<file path="src/rtl/tone_player_if.sv">
`default_nettype none
// +------------------------------------------------------------------+
// | tone_player_if : control/status bundle between game logic and     |
// | the tone player.                              Revision 1.0        |
// +------------------------------------------------------------------+
interface tone_player_if;
  logic enable;
  logic start;
  logic audio_out;
  logic amp_gain;
  logic amp_shdn;
  logic busy;
  logic done;

  modport master (
    output enable,
    output start,
    input  audio_out,
    input  amp_gain,
    input  amp_shdn,
    input  busy,
    input  done
  );

  modport slave (
    input  enable,
    input  start,
    output audio_out,
    output amp_gain,
    output amp_shdn,
    output busy,
    output done
  );
endinterface
`default_nettype wire

</file>
<file path="src/rtl/tone_player.sv">
`default_nettype none
// +------------------------------------------------------------------+
// | tone_player : four-note arpeggio sequencer and square-wave tone   |
// | generator driving a small class-D amplifier.  Revision 1.0        |
// +------------------------------------------------------------------+
module tone_player #(
  parameter int NOTE_CYC = 20_000_000,
  parameter int GAP_CYC  = 2_000_000,
  parameter int TONE_DIV = 1,
  parameter bit GAIN_HI  = 1'b0
) (
  input  wire logic    clk,
  input  wire logic    rst_n,
  tone_player_if.slave bus
);

  typedef enum logic [1:0] {
    IDLE = 2'd0,
    PLAY = 2'd1,
    GAP  = 2'd2
  } state_t;

  localparam logic [24:0] NOTE_LAST = 25'(NOTE_CYC - 1);
  localparam logic [24:0] GAP_LAST  = 25'(GAP_CYC - 1);

  // Half-periods of C5, E5, G5, C6 in clk cycles at 100 MHz.
  localparam logic [16:0] HALF0 = 17'(95602 / TONE_DIV);
  localparam logic [16:0] HALF1 = 17'(75873 / TONE_DIV);
  localparam logic [16:0] HALF2 = 17'(63776 / TONE_DIV);
  localparam logic [16:0] HALF3 = 17'(47755 / TONE_DIV);

  state_t      state;
  logic [1:0]  note_idx;
  logic [16:0] tone_cnt;
  logic [24:0] dur_cnt;
  logic        tone_level;
  logic        busy_flag;
  logic        done_flag;
  logic [16:0] half_last;

  always_comb begin
    half_last = HALF0 - 17'd1;
    case (note_idx)
      2'd0: half_last = HALF0 - 17'd1;
      2'd1: half_last = HALF1 - 17'd1;
      2'd2: half_last = HALF2 - 17'd1;
      2'd3: half_last = HALF3 - 17'd1;
      default: half_last = HALF0 - 17'd1;
    endcase
  end

  always_ff @(posedge clk or negedge rst_n) begin
    if (!rst_n) begin
      state      <= IDLE;
      note_idx   <= 2'd0;
      tone_cnt   <= 17'd0;
      dur_cnt    <= 25'd0;
      tone_level <= 1'b0;
      busy_flag  <= 1'b0;
      done_flag  <= 1'b0;
    end else begin
      done_flag <= 1'b0;
      // Disable overrides start and any terminal count in the same cycle.
      if (!bus.enable) begin
        state      <= IDLE;
        note_idx   <= 2'd0;
        tone_cnt   <= 17'd0;
        dur_cnt    <= 25'd0;
        tone_level <= 1'b0;
        busy_flag  <= 1'b0;
      end else begin
        case (state)
          IDLE: begin
            if (bus.start) begin
              state      <= PLAY;
              note_idx   <= 2'd0;
              tone_cnt   <= 17'd0;
              dur_cnt    <= 25'd0;
              tone_level <= 1'b0;
              busy_flag  <= 1'b1;
            end
          end
          PLAY: begin
            if (dur_cnt == NOTE_LAST) begin
              state      <= GAP;
              tone_cnt   <= 17'd0;
              dur_cnt    <= 25'd0;
              tone_level <= 1'b0;
            end else begin
              dur_cnt <= dur_cnt + 25'd1;
              if (tone_cnt == half_last) begin
                tone_cnt   <= 17'd0;
                tone_level <= ~tone_level;
              end else begin
                tone_cnt <= tone_cnt + 17'd1;
              end
            end
          end
          GAP: begin
            if (dur_cnt == GAP_LAST) begin
              dur_cnt  <= 25'd0;
              tone_cnt <= 17'd0;
              if (note_idx == 2'd3) begin
                state     <= IDLE;
                note_idx  <= 2'd0;
                busy_flag <= 1'b0;
                done_flag <= 1'b1;
              end else begin
                state    <= PLAY;
                note_idx <= note_idx + 2'd1;
              end
            end else begin
              dur_cnt <= dur_cnt + 25'd1;
            end
          end
          default: begin
            state     <= IDLE;
            busy_flag <= 1'b0;
          end
        endcase
      end
    end
  end

  assign bus.audio_out = tone_level;
  assign bus.amp_shdn  = busy_flag;
  assign bus.busy      = busy_flag;
  assign bus.done      = done_flag;
  assign bus.amp_gain  = GAIN_HI;

endmodule
`default_nettype wire

</file>
<file path="src/flat_wrapper.sv">
// flat-port wrapper written by rule: the top's interface ports become plain ports
module tone_player_flat 
#(
  parameter int NOTE_CYC = 20_000_000,
  parameter int GAP_CYC  = 2_000_000,
  parameter int TONE_DIV = 1,
  parameter bit GAIN_HI  = 1'b0
)
  (clk, rst_n, bus_enable, bus_start, bus_audio_out, bus_amp_gain, bus_amp_shdn, bus_busy, bus_done);
  tone_player_if bus_i ();
  input  wire logic clk;
  input  wire logic rst_n;
  input wire logic [$bits(bus_i.enable)-1:0] bus_enable;
  input wire logic [$bits(bus_i.start)-1:0] bus_start;
  output wire logic [$bits(bus_i.audio_out)-1:0] bus_audio_out;
  output wire logic [$bits(bus_i.amp_gain)-1:0] bus_amp_gain;
  output wire logic [$bits(bus_i.amp_shdn)-1:0] bus_amp_shdn;
  output wire logic [$bits(bus_i.busy)-1:0] bus_busy;
  output wire logic [$bits(bus_i.done)-1:0] bus_done;
  assign bus_i.enable = bus_enable;
  assign bus_i.start = bus_start;
  assign bus_audio_out = bus_i.audio_out;
  assign bus_amp_gain = bus_i.amp_gain;
  assign bus_amp_shdn = bus_i.amp_shdn;
  assign bus_busy = bus_i.busy;
  assign bus_done = bus_i.done;
  tone_player #(.NOTE_CYC(NOTE_CYC), .GAP_CYC(GAP_CYC), .TONE_DIV(TONE_DIV), .GAIN_HI(GAIN_HI)) u_core (.clk(clk), .rst_n(rst_n), .bus(bus_i));
endmodule
</file>
<file path="config.mk">
export PLATFORM = sky130hd
export DESIGN_NAME = tone_player_flat
export DESIGN_NICKNAME = d
export VERILOG_FILES = /design/src/rtl/tone_player_if.sv /design/src/rtl/tone_player.sv /design/src/flat_wrapper.sv
export SDC_FILE = /design/constraint.sdc
export NUM_CORES = 1
export LEC_CHECK = 0
export CAP_MARGIN = 10
export CORE_MARGIN = 4
export CORE_UTILIZATION = 58
export CTS_BUF_LIST = sky130_fd_sc_hd__clkbuf_8
export DETAILED_ROUTE_END_ITERATION = 6
export PLACE_DENSITY = 0.87
export SLEW_MARGIN = 10
export SYNTH_ARGS = -nofsm -noshare
export SYNTH_HDL_FRONTEND = slang
export SYNTH_SLANG_ARGS = --single-unit
</file>
<file path="constraint.sdc">
create_clock -name clk -period 2.85 [get_ports clk]
set_clock_uncertainty 0.1 [all_clocks]
set_input_delay 0.57 -clock clk [delete_from_list [all_inputs] [get_ports clk]]
set_output_delay 0.57 -clock clk [all_outputs]
set_load 0.02 [all_outputs]
</file>
* After elaboration in Yosys (flattened, before gate mapping) *
Cells that the tools add are included.

cells by class
  bitwise logic cells = 1
  add/sub/neg operators = 3
  equality and inequality tests = 17
  reductions and logical operators = 8
  multiplexer cells = 37

operator list
  kind                   number
  $mux 25                4
  $mux 17                5
  $pmux 25 s3            1
  $pmux 17 s4            1
  $pmux 17 s3            1
  $add 25x1->25 const B  1
  $eq 25x21->1 const B   1
  $eq 25x25->1 const B   1
  $add 17x1->17 const B  1
  $eq 17x17->1           1
  $mux 2                 8
  $mux 1                 13
  $reduce_and 3->1       4
  $ne 3x2->1 const B     3
  $eq 2x2->1 const B     3
  $ne 3x1->1 const B     2
  $pmux 2 s3             1
  $eq 2x1->1 const B     2
  $logic_not 2->1        2
  $ne 4x1->1 const B     1
  $ne 4x2->1 const B     1
  $pmux 2 s2             1
  $reduce_and 4->1       1
  $ne 3x3->1 const B     1
  other kinds (6)        6

storage, ports and cells
  output and inout port bits = 5
  register bits = 49
  input port bits = 4

* Longest topological paths before layout *
  depth after elaboration = 7
  mapped depth = 10

* Least setup slack after synthesis *
Ideal clock, no wire load.

  path kind = register to register
  start point = register u_core.note_idx[0]
  end point = register u_core.tone_cnt[15]
  clock period less this slack = 2692 ps
  cell stages (with the launch flop) = 11
  data arrival time = 2468 ps
  setup time = 125 ps
  slack = 158 ps
  path buffers = 2
  cell sequence = dfrtp_1 inv_1 ha_1 xor2_1 or4_1 a221o_1 nor4b_2 buf_6 buf_8 o31ai_1 mux2_2

between the ends
  word-level cells in the longest chain between the ends = 7
  elaborated cells on any way between the ends = 10
  classes of those cells = eq/ne: 4; mux: 5; reduce/logical: 1

RTL lines
  element                             line                text
  start: declaration                  tone_player.sv:33   logic [1:0] note_idx;
  start signal: assignment            tone_player.sv:110  note_idx <= note_idx + 2'd1;
  $eq 2x2->1 (tied with other cells)  tone_player.sv:43   case (note_idx)
  $pmux 17 s4 *                       tone_player.sv:43
  $eq 17x17->1 *                      tone_player.sv:91   if (tone_cnt == half_last) begin
  $mux 17 *                           tone_player.sv:91
  $mux 17 *                           tone_player.sv:84   if (dur_cnt == NOTE_LAST) begin
  $pmux 17 s3 *                       tone_player.sv:72   case (state)
  $mux 17 *                           tone_player.sv:64   if (!bus.enable) begin
  end signal: assignment              tone_player.sv:95   tone_cnt <= tone_cnt + 17'd1;
  end: declaration                    tone_player.sv:34   logic [16:0] tone_cnt;

Every way passes the cells marked *; elsewhere a longest branch is shown, timed or not. The select of a mux whose other input is x is not followed.
A chain may end at the register's enable or synchronous reset.

* Worst setup path after layout *
  start point = register u_core.note_idx[1]
  end point = register u_core.tone_cnt[11]

The elaborated chain is that of the path after synthesis.

==> impl_metrics.py <==
metrics = {
    "floorplanning": {
        "start_util_pct": 60.7,
        "io_pins": 9,
        "dieWidth_microns": 81.6,
        "die_y_microns": 81.6,
        "core.rowCount": 26,
        "die-area_sq_mm": 0.00665,
        "core_sq_mm": 0.00517,
    },
    "route": {
        "ant_nets": 0,
        "wl_per_cell_microns": 17.0,
        "wirelength_microns": 7340,
        "drcViolationCount": 0,
        "drt_first_pass_iters": 5,
        "first_iter_violations": 231,
        "via_per_inst": 6.55,
        "dr_total_vias": 2830,
    },
    "layout": {
        "area_growth_pct": 10.3,
        "drive_gt1_share_pct": 11.9,
        "stdcell_count": 432,
        "diodes": 0,
        "final_cell_mix": "49 x dfrtp_1, 32 x nor2_1, 24 x nand2_1",
        "nFillCells": 394,
        "nNetsFinal": 378,
        "final_common_cell": "dfrtp_1",
    },
    "logic_synthesis": {
        "synth_cells": 342,
        "async_flop_share_pct": 100,
        "ys_seq_area_share_pct": 39.1,
        "netlist_area_sq_mm": 0.00314,
        "synth.distinct_cells": 60,
        "synth_warnings": 0,
        "postSynthAreaPerCell_sq_um": 9.18,
        "ys_ff_latch": 49,
        "synth-main-ff-cell": "dfrtp_1",
        "synth_edf_count": 0,
        "mappedNetlistNets": 358,
    },
    "clocking": {
        "cts_hold_buf": 0,
        "ctsLongestPathBuffers": 2,
        "cts-root-buf": "clkbuf_8",
        "cts_tree": "built",
        "numCtsBuffers": 5,
        "cts_sinks": 49,
        "clk_latency_ns": 0.30,
        "htreeDepth": 2,
        "clk_pin_slew_worst_paths_ns": 0.09,
    },
    "global_routing": {
        "grt_pass1_vias": 2763,
        "grt_overflow_total": 0,
        "groute.usage.overall_pct": 23.5,
        "grt_max_degree": 22,
        "grt_pass1_wl_microns": 12400,
        "antenna_found_initial": 0,
    },
    "power_and_ir_drop": {
        "power_density_mw_per_mm2": 570,
        "p_leak_nw": 1.51,
        "worst_ir_drop_vdd_uv": 373,
    },
    "timing": {
        "rsz0062_at_grt": "false",
        "timing.fmax_ghz": 0.373,
        "tightestPinTransition_ns": 0.503,
        "final_max_slew_viol_count": 0,
        "fin_crit_sh_pct": 94.1,
        "final_hold_viol_count": 0,
        "fin_crit_ns": 2.68,
        "timing.slew.headroom_pct": 66.0,
        "tns_ns": 0,
        "setup_viol": 0,
    },
    "worst_hold_path": {
        "hp-class": "primary input to asynchronous set/reset pin",
    },
    "critical_path": {
        "rrSetupSlack_ns": 0.17,
        "end_kind": "flop",
        "critPathKind": "flop to flop",
        "required_ns": 2.95,
        "critPathArrivalTime_ns": 2.78,
        "start_kind": "flop",
        "cp_max_fo": 8,
    },
    "place": {
        "numPortBuffers": 7,
        "gp_congestion": 0.883,
        "dp_cells": 423,
        "detailed_place_hpwl_microns": 5250,
    },
    "job": {
        "max-cap-violations": 0,
    },
    "outcome": {
        "status": "finished clean",
    },
}
## per-stage QoR
step	power [W]	area [sq um]	setup slack, ns	utilization, %	hold WS, ns
6_report	0.00197	3460	0.167	66.9	0.0552
5_1_grt	0.00207	3460	0.0233	66.9	0.0621
4_1_cts	0.00197	3450	0.128	66.6	0.0548
3_5_place_dp	0.00149	3340	0.148	64.6	0.394
3_3_place_gp	0.00146	3340	0.246	64.6	0.386
2_1_floorplan	0.00127	3140	0.158	-	0.174
## layout make-up
type	count	area, sq um	area share (%)
Timing Repair Buffer	29	230	6.65
Tap cell	70	87.6	2.53
Inverter	11	41.3	1.19
Clock inverter	2	35.0	1.01
Clock buffer	5	68.8	1.99
Sequential cell	49	1230	35.4
Multi-Input combinational cell	266	1770	51.2
## power breakdown
part	internal, W	leakage (nW)	switching (W)
clock	0.000255	0.0540	0.000228
sequential	0.000725	0.681	0.0000381
combinational	0.000277	0.773	0.000447
total	0.00126	1.51	0.000714
## metal layers
layer	global-route usage [%]	part of all wire, %	vias to the layer above
met4	8.78	1.7	0
met1	29.2	43	1395
met5	0	0	-
met3	4.17	5.2	16
li1	-	-	1308
met2	40.8	50	111
## cell usage after synthesis, types with 10 or more instances
master,number,area (sq um)
a22o_1,18,158
dfrtp_1,49,1230
nor2b_1,13,81.3
a21oi_1,10,50.1
nand4_1,12,75.1
ha_1,12,150
nand2_1,24,90.1
o31ai_1,14,105
o21ai_0,17,85.1
nor3_1,11,55.1
nand3_1,11,55.1
and3_1,13,81.3
nor2_1,32,120
## flip-flops by register name (all words and copies together), names as in the netlist
| register | cells |
|---|---|
| u_core.state | 2 |
| u_core.dur_cnt | 25 |
| u_core.bus.amp_shdn | 1 |
| u_core.note_idx | 2 |
| u_core.bus.audio_out | 1 |
| u_core.bus.done | 1 |
| u_core.tone_cnt | 17 |
## logic make-up after synthesis
| family | after synthesis | share of synthesized area, % |
|---|---|---|
| simple gates | 150 | 26.6 |
| compound gates | 84 | 19.3 |
| flops | 49 | 39.1 |
| buf+inv | 27 | 4.47 |
| xor+xnor | 14 | 3.91 |
| fa+ha+maj | 12 | 4.78 |
| mux | 5 | 1.71 |
| other cells | 1 | 0.120 |
## worst max-delay path: stages, from the launching register on
cell	delay [ns]
dfrtp_1	0.39
inv_1	0.10
ha_1	0.25
or4_1	0.48
a221o_1	0.32
nor4b_2	0.27
buf_4	0.19
nor3_2	0.04
buf_4	0.19
a41o_1	0.24
## path summary, 6_finish.rpt
check                                      end                from  cells past startpoint
setup / recovery           u_core.tone_cnt[11]  u_core.note_idx[1]                      9
hold / removal             u_core.tone_cnt[16]               rst_n                      1
setup reg to reg           u_core.tone_cnt[11]  u_core.note_idx[1]                      9
hold reg to reg              u_core.dur_cnt[1]   u_core.dur_cnt[1]                      2
max in group asynchronous   u_core.dur_cnt[23]               rst_n                      2
min in group clk             u_core.dur_cnt[1]   u_core.dur_cnt[1]                      2
## timing repair
| item | CTS | global route |
|---|---|---|
| endpoints found under the setup margin | 0 | 5 |
| gates resized for setup | 0 | 0 |
| buffers inserted | 0 | 2 |
Note: power is estimated with default switching activity, not from simulation.
